[src/rtl/tl_rx_vc_pkg.sv]
// Shared definitions for the RX virtual-channel buffer write side and its buffer control.
// The write-status encoding is visible on o_w_status and decoded by buffer control.
package tl_rx_vc_pkg;

    typedef enum logic [1:0] {
        ERROR_EVALUATE = 2'b00,
        HDR_RCV        = 2'b01,
        DATA_RCV       = 2'b10,
        ERROR_CHK      = 2'b11
    } w_status_e;

endpackage

[src/rtl/tl_rx_vc_wr_ptr.sv]
// Speculative write pointer paired with a committed copy; the speculative side
// advances per written entry and is either committed or rolled back per TLP.
module tl_rx_vc_wr_ptr #(
    parameter int PTR_W = 11
) (
    input  logic             clk,
    input  logic             n_rst,
    input  logic             inc,
    input  logic             commit,
    input  logic             rollback,
    output logic [PTR_W-1:0] ptr,
    output logic [PTR_W-1:0] commit_ptr
);

    always_ff @(posedge clk) begin
        if (!n_rst) begin
            ptr        <= '0;
            commit_ptr <= '0;
        end else begin
            // Rollback takes priority so a dropped TLP never leaves a stray increment behind.
            if (rollback) begin
                ptr <= commit_ptr;
            end else if (inc) begin
                ptr <= ptr + 1'b1;
            end
            if (commit) begin
                commit_ptr <= ptr;
            end
        end
    end

endmodule

[src/rtl/tl_rx_vc_write_ctrl.sv]
// Write-side controller for one RX VC buffer: registers TLP beats, tracks write status,
// and owns the header pointer and the speculative/committed data pointer pair.
module tl_rx_vc_write_ctrl
    import tl_rx_vc_pkg::*;
#(
    parameter int HDR_FIELD_SIZE  = 8,
    parameter int DATA_FIELD_SIZE = 12,
    parameter int BEAT_WIDTH      = 256
) (
    input  logic                       i_clk,
    input  logic                       i_n_rst,
    input  logic                       i_tlp_valid,
    input  logic                       i_tlp_sop,
    input  logic                       i_tlp_eop,
    input  logic                       i_tlp_has_data,
    input  logic [BEAT_WIDTH-1:0]      i_tlp_beat,
    output logic                       o_tlp_ready,
    input  logic                       i_err_valid,
    input  logic                       i_err_found,
    input  logic                       i_hdr_full_flag,
    input  logic                       i_data_full_flag,
    input  logic                       i_w_hdr_inc,
    input  logic                       i_w_data_ptr_ld,
    input  logic                       i_w_data_cntr_ld,
    input  logic                       i_w_data_en,
    output logic [1:0]                 o_w_status,
    output logic                       o_w_valid,
    output logic                       o_w_data_transaction,
    output logic [BEAT_WIDTH-1:0]      o_w_beat,
    output logic [HDR_FIELD_SIZE-1:0]  o_w_hdr_ptr,
    output logic [DATA_FIELD_SIZE-2:0] o_w_data_ptr,
    output logic [DATA_FIELD_SIZE-2:0] o_w_data_commit_ptr
);

    w_status_e             state, state_nxt;
    logic                  has_data, has_data_nxt;
    logic                  last_p1, last_nxt;
    logic                  vld_p1, vld_nxt;
    logic                  commit_p1, commit_nxt;
    logic                  beat_ld;
    logic                  accept;
    logic [BEAT_WIDTH-1:0] beat_p1;
    logic [HDR_FIELD_SIZE-1:0] hdr_ptr;

    assign accept = i_tlp_valid & o_tlp_ready;

    // Once the eop beat is registered no further beat may be taken until the verdict has cleared.
    always_comb begin
        o_tlp_ready = 1'b0;
        case (state)
            ERROR_EVALUATE:    o_tlp_ready = ~commit_p1 & ~i_hdr_full_flag;
            HDR_RCV, DATA_RCV: o_tlp_ready = ~last_p1 & ~(has_data & i_data_full_flag);
            default:           o_tlp_ready = 1'b0;
        endcase
    end

    always_comb begin
        state_nxt    = state;
        has_data_nxt = has_data;
        last_nxt     = last_p1;
        vld_nxt      = 1'b0;
        commit_nxt   = 1'b0;
        beat_ld      = 1'b0;
        case (state)
            ERROR_EVALUATE: begin
                if (accept && i_tlp_sop) begin
                    state_nxt    = HDR_RCV;
                    has_data_nxt = i_tlp_has_data;
                    last_nxt     = i_tlp_eop;
                    vld_nxt      = i_tlp_has_data;
                    beat_ld      = 1'b1;
                end
            end
            HDR_RCV, DATA_RCV: begin
                if (last_p1) begin
                    state_nxt = ERROR_CHK;
                end else begin
                    state_nxt = DATA_RCV;
                    if (accept) begin
                        last_nxt = i_tlp_eop;
                        vld_nxt  = has_data;
                        beat_ld  = 1'b1;
                    end
                end
            end
            ERROR_CHK: begin
                if (i_err_valid) begin
                    state_nxt  = ERROR_EVALUATE;
                    commit_nxt = ~i_err_found;
                end
            end
            default: state_nxt = ERROR_EVALUATE;
        endcase
    end

    // Stage p1: registered beat and the status describing it.
    always_ff @(posedge i_clk) begin
        if (!i_n_rst) begin
            state     <= ERROR_EVALUATE;
            has_data  <= 1'b0;
            last_p1   <= 1'b0;
            vld_p1    <= 1'b0;
            commit_p1 <= 1'b0;
            beat_p1   <= '0;
            hdr_ptr   <= '0;
        end else begin
            state     <= state_nxt;
            has_data  <= has_data_nxt;
            last_p1   <= last_nxt;
            vld_p1    <= vld_nxt;
            commit_p1 <= commit_nxt;
            if (beat_ld) begin
                beat_p1 <= i_tlp_beat;
            end
            if (i_w_hdr_inc) begin
                hdr_ptr <= hdr_ptr + 1'b1;
            end
        end
    end

    tl_rx_vc_wr_ptr #(
        .PTR_W (DATA_FIELD_SIZE - 1)
    ) u_data_ptr (
        .clk        (i_clk),
        .n_rst      (i_n_rst),
        .inc        (i_w_data_en),
        .commit     (i_w_data_ptr_ld),
        .rollback   (i_w_data_cntr_ld),
        .ptr        (o_w_data_ptr),
        .commit_ptr (o_w_data_commit_ptr)
    );

    assign o_w_status           = state;
    assign o_w_valid            = commit_p1;
    assign o_w_data_transaction = vld_p1;
    assign o_w_beat             = beat_p1;
    assign o_w_hdr_ptr          = hdr_ptr;

endmodule

[config.mk]
export PLATFORM = sky130hd
export DESIGN_NAME = tl_rx_vc_write_ctrl
export DESIGN_NICKNAME = d
export VERILOG_FILES = /design/src/rtl/tl_rx_vc_pkg.sv /design/src/rtl/tl_rx_vc_wr_ptr.sv /design/src/rtl/tl_rx_vc_write_ctrl.sv
export SDC_FILE = /design/constraint.sdc
export NUM_CORES = 1
export LEC_CHECK = 0
export BUFFER_PORTS_ARGS = -buffer_cell sky130_fd_sc_hd__buf_2
export CORE_AREA = 2 2 216 218
export DETAILED_ROUTE_END_ITERATION = 8
export DIE_AREA = 0 0 218 220
export PLACE_DENSITY_LB_ADDON = 0.2
export REMOVE_ABC_BUFFERS = 1
export SLEW_MARGIN = 20
export SYNTH_ARGS = -nofsm -noshare
export SYNTH_HDL_FRONTEND = slang
export SYNTH_SLANG_ARGS = --single-unit
[constraint.sdc]
create_clock -name i_clk -period 2.3 [get_ports i_clk]
set_input_delay 0.345 -clock i_clk [delete_from_list [all_inputs] [get_ports i_clk]]
set_output_delay 0.345 -clock i_clk [all_outputs]
set_load 0.005 [all_outputs]
==> results.yml <==
floorplan:
  die_h_um: 220
  core-area_um2: 45900
  pin_count: 561
  dieArea_um2: 48000
  start_util: 0.256
  die-width_um: 218
  rows: 79
sta:
  fmax_mhz: 453
  fin_worst_skew_ps: 8.08
  holdWs_ps: 60.0
  post-route-period-util: 0.961
  slew_headroom: 0.639
  setup_viol: 0
  slew_violations: 0
  worst_pin_slew_ps: 541
  rsz0062_at_grt: "yes"
  fin_crit_ps: 2210
  hold_violations: 0
synthesis:
  synth_top_area_frac: 0.499
  avgSynthCellArea_um2: 9.08
  synth_cell_types: 35
  ys_ff_latch: 292
  synth_most_common_cell: "nand2_1"
  ys_async_sr_fraction: 0
  ys_top_cells_by_count: "nand2_1 (530), dfxtp_1 (292), mux2i_1 (272), clkbuf_1 (65), buf_4 (22)"
  synth_edf_count: 0
  synthTopCellsByArea: "dfxtp_1 (50%), mux2i_1 (23%), nand2_1 (17%)"
  synth-main-ff-cell: "dfxtp_1"
  synth_area_leader_cell: "dfxtp_1"
  seq_area_frac_synth: 0.499
  ys_warn_count: 0
  synthesis.instances: 1291
  synthesis.area_um2: 11700
placed_design:
  place_area_um2: 15300
  dp.cells: 2406
  port_buffers: 560
  gp_congestion: 0.798
  hpwl_um: 27300
finish:
  fin_nets: 2113
  drive_above_1_share: 0.357
  finalNonFillerCells: 2471
  nFillCells: 4882
  synthToLayoutAreaGrowth_pct: 40.7
  final_cell_area_um2: 16500
power_and_ir_drop:
  p_sw_uw: 4800
  power_frac_clock: 0.331
  internal_power_uw: 11500
  p_leak_uw: 0.00770
  pwr-share-seq: 0.398
  power.density_nw_per_um2: 991
  power.total_uw: 16300
  max-vdd-ir-drop_v: 0.000497
  switching_share: 0.294
  power_frac_comb: 0.270
global_route:
  grt_pass1_vias: 10200
  use_met2: 0.252
  grt_first_pass_wirelength_um: 54500
  met3_usage: 0.0536
  gr-usage-all-layers: 0.143
  top_usage_layer: "met2"
  overflow: 0
  grt_max_degree: 78
  antenna_found_initial: 4
  use_met1: 0.159
clock_network:
  numClockSinks: 292
  cts_buffers: 35
  cts_htree_levels: 2
  clockBufferDepth: 3
  cts_root_buf: "clkbuf_16"
  insertion_delay_ps: 520
  cts_tree: "done"
  clk_pin_slew_ps: 60
routing:
  viasPerCell: 4.22
  vias: 10400
  firstDrtPassIters: 4
  drc: 0
  antenna_left: 0
  wl_um: 36300
  drt_iter0_drc: 387
  wire_per_inst_um: 14.7
worst_setup_path:
  max_stage_delay_ps: 330
  cp-end-kind: "output port"
  cp_top_family: "buffers and inverters"
  cpMaxStageDelayCell: "dfxtp_2"
  cp-startpoint: "o_w_status[0]"
  path_cells: "inv_2, ha_4, and2b_2, a22oi_2, buf_4, nor2_2, buf_2"
  critPathLaunchType: "register"
  r2r_start: "o_w_status[1]"
  critPathBufInv: 3
  crit_type: "reg2out"
  crit_required_ps: 1960
  crit_arrival_ps: 1860
  worstPathMaxFanout: 4
hold_path:
  min_from: "i_tlp_beat[46]"
  hp-class: "in2reg"
flow_run:
  drv_cap: 0
status:
  outcome: "completed"
-- flip-flops by register name, summed over array words and instances, names as in the netlist --
signal / count
o_w_beat: 256
u_data_ptr.commit_ptr: 11
o_w_data_transaction: 1
o_w_hdr_ptr: 8
last_p1: 1
o_w_valid: 1
u_data_ptr.ptr: 11
has_data: 1
o_w_status: 2
-- worst reg2reg max path, delay by kind of cell, from the launching register on --
family                     cells  cell delay [ps]
buffers and inverters          4              710
and+or+nand+nor                2              460
DFF                            1              350
adders and majority gates      1              270
muxes                          1              220
AOI/OAI and AO/OA              1               90
-- worst paths after layout --
check | endpoint | slack, ps | cells after the start
worst max-delay path | o_tlp_ready | 90 | 7
worst min register to register | o_w_beat[253] | 450 | 2
worst max register to register | o_w_beat[175] | 130 | 9
worst min-delay path | o_w_beat[46] | 60 | 3
-- kinds of logic (layout without fill, tap and decap cells) --
kind of cell | count (synthesis) | after routing | synth area share
mux | 272 | 272 | 0.232
compound gates | 29 | 29 | 0.0156
fa+ha+maj | 4 | 4 | 0.00427
other cells | 0 | 2 | 0
simple gates | 579 | 579 | 0.195
buf+inv | 100 | 671 | 0.0424
xor+xnor | 15 | 15 | 0.0112
flops | 292 | 292 | 0.499
-- cell usage in the layout (no fill, tap or decap), drive strengths merged, types with 2 or more instances in the layout --
| cell type | n |
|---|---|
| clkinv | 4 |
| buf | 605 |
| clkbuf | 52 |
| a21oi | 9 |
| inv | 6 |
| diode | 2 |
| bufinv | 2 |
| nor3 | 6 |
| mux2i | 272 |
| nand2 | 530 |
| and2 | 6 |
| a21boi | 2 |
| nor2 | 4 |
| nand3 | 5 |
| xor2 | 4 |
| xnor2 | 11 |
| ha | 4 |
| o211a | 3 |
| clkinvlp | 2 |
| dfxtp | 292 |
| or3 | 2 |
| nand4 | 6 |
| nor2b | 13 |
| o21ai | 11 |
-- per-layer routing --
| metal | share of wire | routed length, um |
|---|---|---|
| met5 | 0.0010 | 38 |
| met4 | 0.020 | 724 |
| met3 | 0.081 | 2950 |
| met1 | 0.40 | 14500 |
| met2 | 0.50 | 18100 |
-- layout make-up --
cell class	count	area (um^2)	share of cell area
diodes	2	5.00	0.000303
clock inverters	8	98.8	0.00599
flip-flops and latches	292	5850	0.355
inverters	6	22.5	0.00137
multi-input cells	899	5390	0.327
well taps	607	759	0.0461
repair buffers	605	3340	0.203
clock buffers	52	1020	0.0620
-- per-stage QoR --
| stage | setup TNS, ps | setup slack, ps | utilization |
|---|---|---|---|
| global placement | 0 | 169 | 0.334 |
| global route | -33.8 | -33.8 | 0.359 |
| CTS | 0 | 25.7 | 0.359 |
| finish | 0 | 90.1 | 0.360 |
| detailed placement | 0 | 102 | 0.334 |
| floorplan | -2024450 | -7910 | - |
-- power groups by stage --
stage | logic (uW) | registers, uW | clock network (uW)
4_1_cts | 4480 | 6510 | 5640
3_5_place_dp | 4400 | 6590 | 0
6_report | 4420 | 6510 | 5420
3_3_place_gp | 4360 | 6580 | 0
5_1_grt | 4820 | 6620 | 5850
2_1_floorplan | 1820 | 6020 | 0
-- timing repair --
item	4_1_cts	5_1_grt
cloned	0	0
endpoints found under the setup margin	1	37
pin swaps	1	1
resized for setup	4	4
buffers inserted	3	0
hold buffers	0	0
No activity file was read; power rests on OpenSTA's default activity.
